**src/rtl/ht_sig_tx_pkg.sv**
```systemverilog
// Shared definitions for the HT-SIG transmit path: field offsets, FSM states,
// CRC seed and the 34-bit HT-SIG payload packer.
package ht_sig_tx_pkg;

  localparam int unsigned MCS_LSB     = 0;
  localparam int unsigned CBW         = 7;
  localparam int unsigned LEN_LSB     = 8;
  localparam int unsigned RSVD        = 26;
  localparam int unsigned CRC_LSB     = 34;
  localparam int unsigned TAIL_LSB    = 42;
  localparam int unsigned HT_SIG_BITS = 48;

  localparam logic [7:0] HT_CRC_INIT = 8'hff;

  typedef enum logic [1:0] {
    ST_IDLE,
    ST_DATA,
    ST_CRC,
    ST_TAIL
  } ht_sig_state_e;

  // Bit i of the result is transmitted i-th; bit RSVD is always 1.
  function automatic logic [CRC_LSB-1:0] ht_sig_pack(
    input logic [6:0]  mcs,
    input logic        cbw40,
    input logic [15:0] ht_length,
    input logic        smoothing,
    input logic        not_sounding,
    input logic        aggregation,
    input logic [1:0]  stbc,
    input logic        fec_ldpc,
    input logic        short_gi,
    input logic [1:0]  ness
  );
    return {ness, short_gi, fec_ldpc, stbc, aggregation, 1'b1,
            not_sounding, smoothing, ht_length, cbw40, mcs};
  endfunction

endpackage

```
**src/rtl/ht_sig_crc8_gen.sv**
```systemverilog
// Serial CRC-8 (x^8+x^2+x+1) register with clear and update strobe; the
// output is the complemented, bit-reversed post-update value.
module ht_sig_crc8_gen #(
  parameter logic [7:0] INIT = 8'hff
) (
  input  logic       clk,
  input  logic       rst,
  input  logic       clr,
  input  logic       upd,
  input  logic       din,
  output logic [7:0] crc_final
);

  logic [7:0] crc_q;
  logic [7:0] crc_d;
  logic [7:0] crc_nxt;

  always_comb begin
    crc_nxt = {crc_q[6:2],
               din ^ crc_q[7] ^ crc_q[1],
               din ^ crc_q[7] ^ crc_q[0],
               din ^ crc_q[7]};
    crc_d = crc_q;
    if (clr) begin
      crc_d = INIT;
    end else if (upd) begin
      crc_d = crc_nxt;
    end
    // crc_final[0] is ~C7 and is sent first
    crc_final = ~{crc_nxt[0], crc_nxt[1], crc_nxt[2], crc_nxt[3],
                  crc_nxt[4], crc_nxt[5], crc_nxt[6], crc_nxt[7]};
  end

  always_ff @(posedge clk or posedge rst) begin
    if (rst) begin
      crc_q <= INIT;
    end else begin
      crc_q <= crc_d;
    end
  end

endmodule

```
**src/rtl/ht_sig_tx_gen.sv**
```systemverilog
// HT-SIG transmit generator: latches fields on start and serialises the
// 48-bit HT-SIG (data, CRC-8, tail) one bit per valid/ready handshake.
module ht_sig_tx_gen
  import ht_sig_tx_pkg::*;
#(
  parameter logic [7:0]  CRC_INIT  = HT_CRC_INIT,
  parameter int unsigned TAIL_BITS = 6
) (
  input  logic        clock,
  input  logic        reset,
  input  logic        enable,
  input  logic        start,
  input  logic [6:0]  mcs,
  input  logic        cbw40,
  input  logic [15:0] ht_length,
  input  logic        smoothing,
  input  logic        not_sounding,
  input  logic        aggregation,
  input  logic [1:0]  stbc,
  input  logic        fec_ldpc,
  input  logic        short_gi,
  input  logic [1:0]  ness,
  output logic        bit_out,
  output logic        bit_valid,
  input  logic        bit_ready,
  output logic        busy,
  output logic        done,
  output logic [7:0]  crc_out
);

  localparam logic [5:0] LAST_IDX      = 6'(TAIL_LSB + TAIL_BITS - 1);
  localparam logic [5:0] LAST_DATA_IDX = 6'(CRC_LSB - 1);

  ht_sig_state_e state_q, state_d;
  logic [5:0]    cnt_q, cnt_d;
  logic [33:0]   shadow_q, shadow_d;
  logic          bit_out_q, bit_out_d;
  logic          bit_valid_q, bit_valid_d;
  logic          busy_q, busy_d;
  logic          done_q, done_d;
  logic [7:0]    crc_out_q, crc_out_d;

  logic          xfer;
  logic          crc_clr;
  logic          crc_upd;
  logic [2:0]    crc_idx;
  logic [7:0]    crc_final;

  ht_sig_crc8_gen #(
    .INIT(CRC_INIT)
  ) u_crc (
    .clk      (clock),
    .rst      (reset),
    .clr      (crc_clr),
    .upd      (crc_upd),
    .din      (bit_out_q),
    .crc_final(crc_final)
  );

  always_comb begin
    state_d     = state_q;
    cnt_d       = cnt_q;
    shadow_d    = shadow_q;
    bit_out_d   = bit_out_q;
    bit_valid_d = bit_valid_q;
    busy_d      = busy_q;
    done_d      = done_q;
    crc_out_d   = crc_out_q;
    crc_clr     = 1'b0;
    crc_upd     = 1'b0;
    crc_idx     = '0;
    xfer        = enable & bit_valid_q & bit_ready;

    if (enable) begin
      done_d = 1'b0;
      case (state_q)
        ST_IDLE: begin
          if (start) begin
            shadow_d    = ht_sig_pack(mcs, cbw40, ht_length, smoothing,
                                      not_sounding, aggregation, stbc,
                                      fec_ldpc, short_gi, ness);
            cnt_d       = '0;
            crc_clr     = 1'b1;
            busy_d      = 1'b1;
            bit_valid_d = 1'b1;
            bit_out_d   = shadow_d[0];
            state_d     = ST_DATA;
          end
        end
        ST_DATA, ST_CRC, ST_TAIL: begin
          if (xfer) begin
            if (cnt_q == LAST_IDX) begin
              cnt_d       = '0;
              bit_out_d   = 1'b0;
              bit_valid_d = 1'b0;
              busy_d      = 1'b0;
              done_d      = 1'b1;
              state_d     = ST_IDLE;
            end else begin
              cnt_d   = cnt_q + 6'd1;
              crc_upd = (state_q == ST_DATA);
              // bit 34 is registered on the same edge as bit 33's CRC update,
              // so it is taken from the freshly captured value
              if (cnt_q == LAST_DATA_IDX) begin
                crc_out_d = crc_final;
              end
              if (cnt_d < 6'(CRC_LSB)) begin
                state_d   = ST_DATA;
                bit_out_d = shadow_q[cnt_d];
              end else if (cnt_d < 6'(TAIL_LSB)) begin
                state_d   = ST_CRC;
                crc_idx   = 3'(cnt_d - 6'(CRC_LSB));
                bit_out_d = crc_out_d[crc_idx];
              end else begin
                state_d   = ST_TAIL;
                bit_out_d = 1'b0;
              end
            end
          end
        end
        default: state_d = ST_IDLE;
      endcase
    end
  end

  always_ff @(posedge clock or posedge reset) begin
    if (reset) begin
      state_q     <= ST_IDLE;
      cnt_q       <= '0;
      shadow_q    <= '0;
      bit_out_q   <= 1'b0;
      bit_valid_q <= 1'b0;
      busy_q      <= 1'b0;
      done_q      <= 1'b0;
      crc_out_q   <= '0;
    end else begin
      state_q     <= state_d;
      cnt_q       <= cnt_d;
      shadow_q    <= shadow_d;
      bit_out_q   <= bit_out_d;
      bit_valid_q <= bit_valid_d;
      busy_q      <= busy_d;
      done_q      <= done_d;
      crc_out_q   <= crc_out_d;
    end
  end

  assign bit_out   = bit_out_q;
  assign bit_valid = bit_valid_q;
  assign busy      = busy_q;
  assign done      = done_q;
  assign crc_out   = crc_out_q;

endmodule

```
**config.mk**
```make
export PLATFORM = sky130hd
export DESIGN_NAME = ht_sig_tx_gen
export DESIGN_NICKNAME = d
export VERILOG_FILES = /design/src/rtl/ht_sig_tx_pkg.sv /design/src/rtl/ht_sig_crc8_gen.sv /design/src/rtl/ht_sig_tx_gen.sv
export SDC_FILE = /design/constraint.sdc
export NUM_CORES = 1
export LEC_CHECK = 0
export ABC_AREA = 1
export CAP_MARGIN = 20
export CORE_UTILIZATION = 40
export DETAILED_ROUTE_END_ITERATION = 7
export PLACE_DENSITY_LB_ADDON = 0.05
export SYNTH_ARGS = -nofsm -noshare
export SYNTH_HDL_FRONTEND = slang
export SYNTH_SLANG_ARGS = --single-unit
export TNS_END_PERCENT = 20
```
**constraint.sdc**
```tcl
create_clock -name clock -period 5.3 [get_ports clock]
set_input_delay 1.06 -clock clock [delete_from_list [all_inputs] [get_ports clock]]
set_output_delay 1.06 -clock clock [all_outputs]
set_load 0.03 [all_outputs]
```
After elaboration in Yosys (flattened, before gate mapping)
Cells that the tools add are included.
- register bits: 61
- bits of input ports: 38
- output and inout port bits: 12
- logic and storage cells: 77
- add/subtract/negate cells: 2
- order comparisons: 4
- equality and inequality tests: 8
- mux-type cells: 41
- bitwise operators: 7
- reductions and logical operators: 7
- operators with widths (operator ; count):
    8-bit 2-to-1 mux ; 7
    1-bit 2-to-1 mux ; 21
    6-bit 2-to-1 mux ; 3
    6-bit equality test, second input constant ; 2
    6-bit < comparator, second input constant ; 2
    6-bit one-hot mux with 2 select lines ; 1
    2-bit 2-to-1 mux ; 4
    8-bit inverter ; 1
    4-bit AND reduction ; 2
    6-bit by 7-bit < comparator with 1-bit output, second input constant ; 1
    6-bit by 1-bit adder with 6-bit output, second input constant ; 1
    1-bit binary-select mux with 6-bit select ; 1
    2-bit != test, second input constant ; 3
    3-bit AND reduction ; 2
    2-bit equality test, second input constant ; 2
    3-bit by 4-bit < comparator with 1-bit output, second input constant ; 1
    1-bit one-hot mux with 2 select lines ; 2
    2-bit one-hot mux with 2 select lines ; 1
    1-bit binary-select mux with 3-bit select ; 1
    3-bit OR reduction ; 1
    3-bit by 2-bit subtractor with 3-bit output, second input constant ; 1
    1-bit XOR ; 3
    1-bit AND ; 2
    2-bit by 1-bit equality test with 1-bit output, second input constant ; 1
    other kinds (3) ; 3

Depth between registers and ports, before layout
- word-level depth: 15
- depth in mapped cells: 15
- gate-level depth less buffers: 14

Hierarchy
From an unflattened synthesis, not the netlist that was laid out.
- cells, all modules: 403
- area total of the unflattened synthesis: 3108.0 um^2
- modules (own cells, without submodules) (module ; instances ; cells each ; area each (um^2) ; seq. area each (um^2)):
    ht_sig_tx_gen ; 1 ; 360 ; 2716.4 ; 1326.3
    ht_sig_crc8_gen ; 1 ; 43 ; 391.6 ; 210.2

Least setup slack after synthesis
OpenSTA, ideal clock, no wires.
- path type: input port to flip-flop
- from: in bit_ready
- to: reg u_crc.crc_q[2]
- library setup time: 0.077 ns
- arrival time: 1.909 ns
- required time: 5.223 ns
- setup slack: 3.314 ns
- stages on the path: 6
- buffers on the path: 0
- path through: nand3_1 nor4_4 nor2_2 inv_2 nor2_1 a31oi_1
- longest elaborated chain between the ends: 5
- RTL lines (what ; RTL line ; text):
    start, declared ; ht_sig_tx_gen.sv:25 ; input logic bit_ready,
    1-bit AND ; ht_sig_tx_gen.sv:72 ; xfer = enable & bit_valid_q & bit_ready;
    1-bit 2-to-1 mux ; ht_sig_tx_gen.sv:91 ; if (xfer) begin
    1-bit 2-to-1 mux ; ht_sig_tx_gen.sv:76 ; case (state_q)
    1-bit 2-to-1 mux ; ht_sig_tx_gen.sv:74 ; if (enable) begin
    2-bit nonzero test (no source line) ; -- ;
    end signal, assigned ; ht_sig_crc8_gen.sv:38 ; crc_q <= crc_d;
    end, declared ; ht_sig_crc8_gen.sv:14 ; logic [7:0] crc_q;
Every way passes these cells.
A chain may end at the register's enable or synchronous reset.

Final worst setup path
- from: in enable
- to: reg u_crc.crc_q[2]
- longest elaborated chain between the ends: 6
- elaborated cells on any way between the ends: 8
- those cells by class: mux (5); bitwise (2); reduce/logical (1)
- RTL lines (what ; RTL line ; text):
    start, declared ; ht_sig_tx_gen.sv:11 ; input logic enable,
    1-bit AND (2 in a row) ; ht_sig_tx_gen.sv:72 ;
    1-bit 2-to-1 mux ; ht_sig_tx_gen.sv:91 ;
    1-bit 2-to-1 mux ; ht_sig_tx_gen.sv:76 ;
    1-bit 2-to-1 mux ; ht_sig_tx_gen.sv:74 ;
    2-bit nonzero test (no source line) ; -- ;
Several ways; a longest one is shown, not always the timed one.

==> flow_metrics.env <==
export IMPL_status="complete, no violations"
export IMPL_grt_pass1_vias=2677
export IMPL_critPathKind="in2reg"
export IMPL_min_period_ns=3.18
export IMPL_maxCapViolations=0
export IMPL_hold_violations=0
export IMPL_setup_viol=0
export IMPL_worst_path_max_fanout=34
export IMPL_slowest_delay_ns=0.53
export IMPL_tightestPinTransition_ns=0.952
export IMPL_grt_setup_unrepaired="false"
export IMPL_fillers=758
export IMPL_wl_per_cell_um=12.9
export IMPL_hp_class="reg2reg"
export IMPL_port_buffer_count=49
export IMPL_mappedNetlistArea_um2=3130
export IMPL_arrival_ns=3.44
export IMPL_min_delay_path_depth=2
export IMPL_vias=2763
export IMPL_synth_compound_area_share=0.0676
export IMPL_synthMuxAreaShare=0
export IMPL_cp_end_kind="flip-flop"
export IMPL_ys_seq_area_frac=0.491
export IMPL_crit_family="buffers and inverters"
export IMPL_synth_xor_area_frac=0.00840
export IMPL_cts_resized=0
export IMPL_areaGrowthSynthToFinish_pct=23.5
export IMPL_wirelength_um=7220
export IMPL_synth_cells=410
export IMPL_leakage_nw=1.91
export IMPL_slowest_stage="nand3_2"
export IMPL_slew_headroom=0.365
export IMPL_post_synth_and_or_nand_nor_area_fraction=0.357
export IMPL_yosysWarnings=0
export IMPL_root_buffer="clkbuf_8"
export IMPL_period_share=0.600
export IMPL_htreeDepth=3
export IMPL_die_y_um=90.5
export IMPL_die_x_um=90.5
export IMPL_grt_pass1_wl_um=12700
export IMPL_worst_clock_skew_ns=0.00610
export IMPL_slew_viol_final=0
export IMPL_drtIter0Drc=190
export IMPL_cts_tree="built"
export IMPL_cts_buffers=9
export IMPL_postLayoutCoreUtil=0.522
export IMPL_dpl_hpwl_um=5010
export IMPL_rrSetupSlack_ns=2.37
export IMPL_ir_drop_uv=114
export IMPL_synth_nets=450
export IMPL_via_per_inst=4.93
export IMPL_drtPass1Iterations=4
export IMPL_path_clk_slew_ns=0.06
export IMPL_drive_gt1_frac=0.0976
export IMPL_cts_sinks=61
export IMPL_final_nets=496
export IMPL_gp_congestion=0.862
export IMPL_grt_start_max_net_pins=40
export IMPL_reg2reg_from="cnt_q[0]"
export IMPL_drc=0
export IMPL_yosys_area_share_adder=0.00800
export IMPL_fp_coreArea_um2=7410
export IMPL_fmax_ghz=0.315
export IMPL_reg2reg_depth=13
export IMPL_overflow=0
export IMPL_avgSynthCellArea_um2=7.63
export IMPL_die_area_um2=8180
export IMPL_holdCritStartpoint="shadow_q[33]"
export IMPL_antenna_found_initial=0
export IMPL_holdBufCountCts=0
export IMPL_insertedDiodeCount=0
export IMPL_synth_seq_cells=61
export IMPL_clock_path_buffers=2
export IMPL_post_cts_buffers=0
export IMPL_ant_nets=0
export IMPL_synth_top_family_by_area="simple AND/OR/NAND/NOR gates"
export IMPL_power_density_nw_per_um2=235
export IMPL_io_pins=50
export IMPL_cp_start_kind="primary input"
export IMPL_crit_buf_inv=4
export IMPL_yosysUniqueCellTypes=32
export IMPL_start_util=0.422
export IMPL_track_usage=0.197
export IMPL_reg2reg_to="bit_out"
export IMPL_fin_setup_tns_ns=0
export IMPL_worstSkewPairLatency_ns=0.34
export IMPL_crit_path_cell_trace="clkdlybuf4s50_1, nand3_2, inv_1, buf_4, nor2_2, inv_2, nor2_1, a31oi_1"
export IMPL_worstHoldEndpoint="shadow_q[33]"
export IMPL_worstPathRequired_ns=5.56
export IMPL_fp_row_count=31
## sequential cells by signal, summed over array words and instances (netlist names)
| register | count |
|---|---|
| done | 1 |
| cnt_q | 6 |
| busy | 1 |
| shadow_q | 34 |
| state_q | 2 |
| bit_out | 1 |
| u_crc.crc_q | 8 |
| crc_out | 8 |
## cell usage after synthesis (all sizes together)
| cell type | count | share of area |
|---|---|---|
| dfrtp | 53 | 0.42 |
| a22oi | 3 | 0.0072 |
| nor2 | 20 | 0.033 |
| dfstp | 8 | 0.067 |
| a31oi | 3 | 0.0060 |
| nor4 | 1 | 0.0068 |
| o31ai | 1 | 0.0024 |
| inv | 34 | 0.041 |
| buf | 12 | 0.022 |
| nor3 | 1 | 0.0016 |
| o21ai | 15 | 0.024 |
| nand3 | 52 | 0.086 |
| o22ai | 5 | 0.010 |
| a32oi | 1 | 0.0028 |
| a21oi | 6 | 0.012 |
| nand2 | 181 | 0.22 |
| or2 | 2 | 0.0040 |
| ha | 2 | 0.0080 |
| nand4 | 2 | 0.0040 |
| a32o | 1 | 0.0032 |
| xor2 | 3 | 0.0084 |
| clkbuf | 4 | 0.0060 |
## area by class of cell
class | count | area (µm²) | area share
Clock inverter | 5 | 50.0 | 0.0130
Inverter | 34 | 128 | 0.0330
Clock buffer | 11 | 141 | 0.0366
Tap cell | 99 | 124 | 0.0321
Timing Repair Buffer | 51 | 505 | 0.131
Multi-Input combinational cell | 299 | 1380 | 0.357
Sequential cell | 61 | 1540 | 0.398
## where the power goes
group | internal (mW) | total [mW] | leakage, nW | switching [mW]
Sequential | 0.466 | 0.466 | 0.767 | 0.00000000000000000867
Clock | 0.227 | 0.404 | 0.103 | 0.177
Combinational | 0.0241 | 0.0371 | 1.04 | 0.0130
Total | 0.717 | 0.907 | 1.91 | 0.190
## through the flow
step | hold slack, ns | setup WS [ns] | std cells | instance area [µm²] | power (mW)
finish | 0.476 | 2.12 | 560 | 3860 | 0.907
global route | 0.496 | 1.82 | 560 | 3860 | 0.948
CTS | 0.477 | 2.07 | 560 | 3860 | 0.919
detailed placement | 0.453 | 1.74 | 544 | 3670 | 0.513
global placement | 0.458 | 1.82 | 544 | 3670 | 0.513
floorplan | 0.440 | 2.74 | 410 | 3130 | 0.481
## cells by family (layout without fill, tap and decap cells)
logic type      Yosys count  in the layout
simple gates            259            259
flops                    61             61
buf+inv                  50            101
compound gates           35             35
xor+xnor                  3              3
fa+ha+maj                 2              2
## placed cells by master, fill, tap and decap left out, drive strengths merged
| cell type | Yosys | layout |
|---|---|---|
| nand2 | 181 | 181 |
| dfrtp | 53 | 53 |
| nand3 | 52 | 52 |
| clkdlybuf4s50 | 0 | 49 |
| inv | 34 | 34 |
| nor2 | 20 | 20 |
| o21ai | 15 | 15 |
| clkbuf | 4 | 11 |
| dfstp | 8 | 8 |
| a21oi | 6 | 6 |
| o22ai | 5 | 5 |
| clkinv | 0 | 4 |
| xor2 | 3 | 3 |
| a31oi | 3 | 3 |
| a22oi | 3 | 3 |
| nand4 | 2 | 2 |
| or2 | 2 | 2 |
| ha | 2 | 2 |
| buf | 12 | 2 |
| a32o | 1 | 1 |
| o31ai | 1 | 1 |
| nor4 | 1 | 1 |
| nor3 | 1 | 1 |
| a32oi | 1 | 1 |
| bufinv | 0 | 1 |
## worst register-to-register path, stage by stage, from the launching register on
cell and delay, ns:
dfrtp_1 0.97, ha_1 0.58, inv_1 0.43, nand3_1 0.19, nand3_1 0.12, nand3_1 0.06
nand2_1 0.07, nand2_1 0.05, nand2_1 0.07, nand2_1 0.05, nand2_1 0.05, nand2_1 0.06
nand2_1 0.08, a21oi_2 0.05
## worst max path at each step
stage	start	endpoint	slack [ns]	cells past startpoint
floorplan	reset	bit_out	2.74	1
global placement	enable	u_crc.crc_q[2]	1.82	8
detailed placement	enable	u_crc.crc_q[2]	1.74	8
CTS	enable	u_crc.crc_q[2]	2.07	8
global route	enable	u_crc.crc_q[2]	1.82	8
finish	enable	u_crc.crc_q[2]	2.12	8
## per-layer routing
layer / part of all wire / wire, µm / vias up / global-route usage
met2: 0.46 / 3330 / 72 / 0.309
li1: - / - / 1399 / -
met5: 0 / 0 / - / 0
met3: 0.047 / 342 / 10 / 0.0572
met4: 0.015 / 111 / 0 / 0.0605
met1: 0.48 / 3440 / 1282 / 0.263
Note: power is estimated with default switching activity, not from simulation.
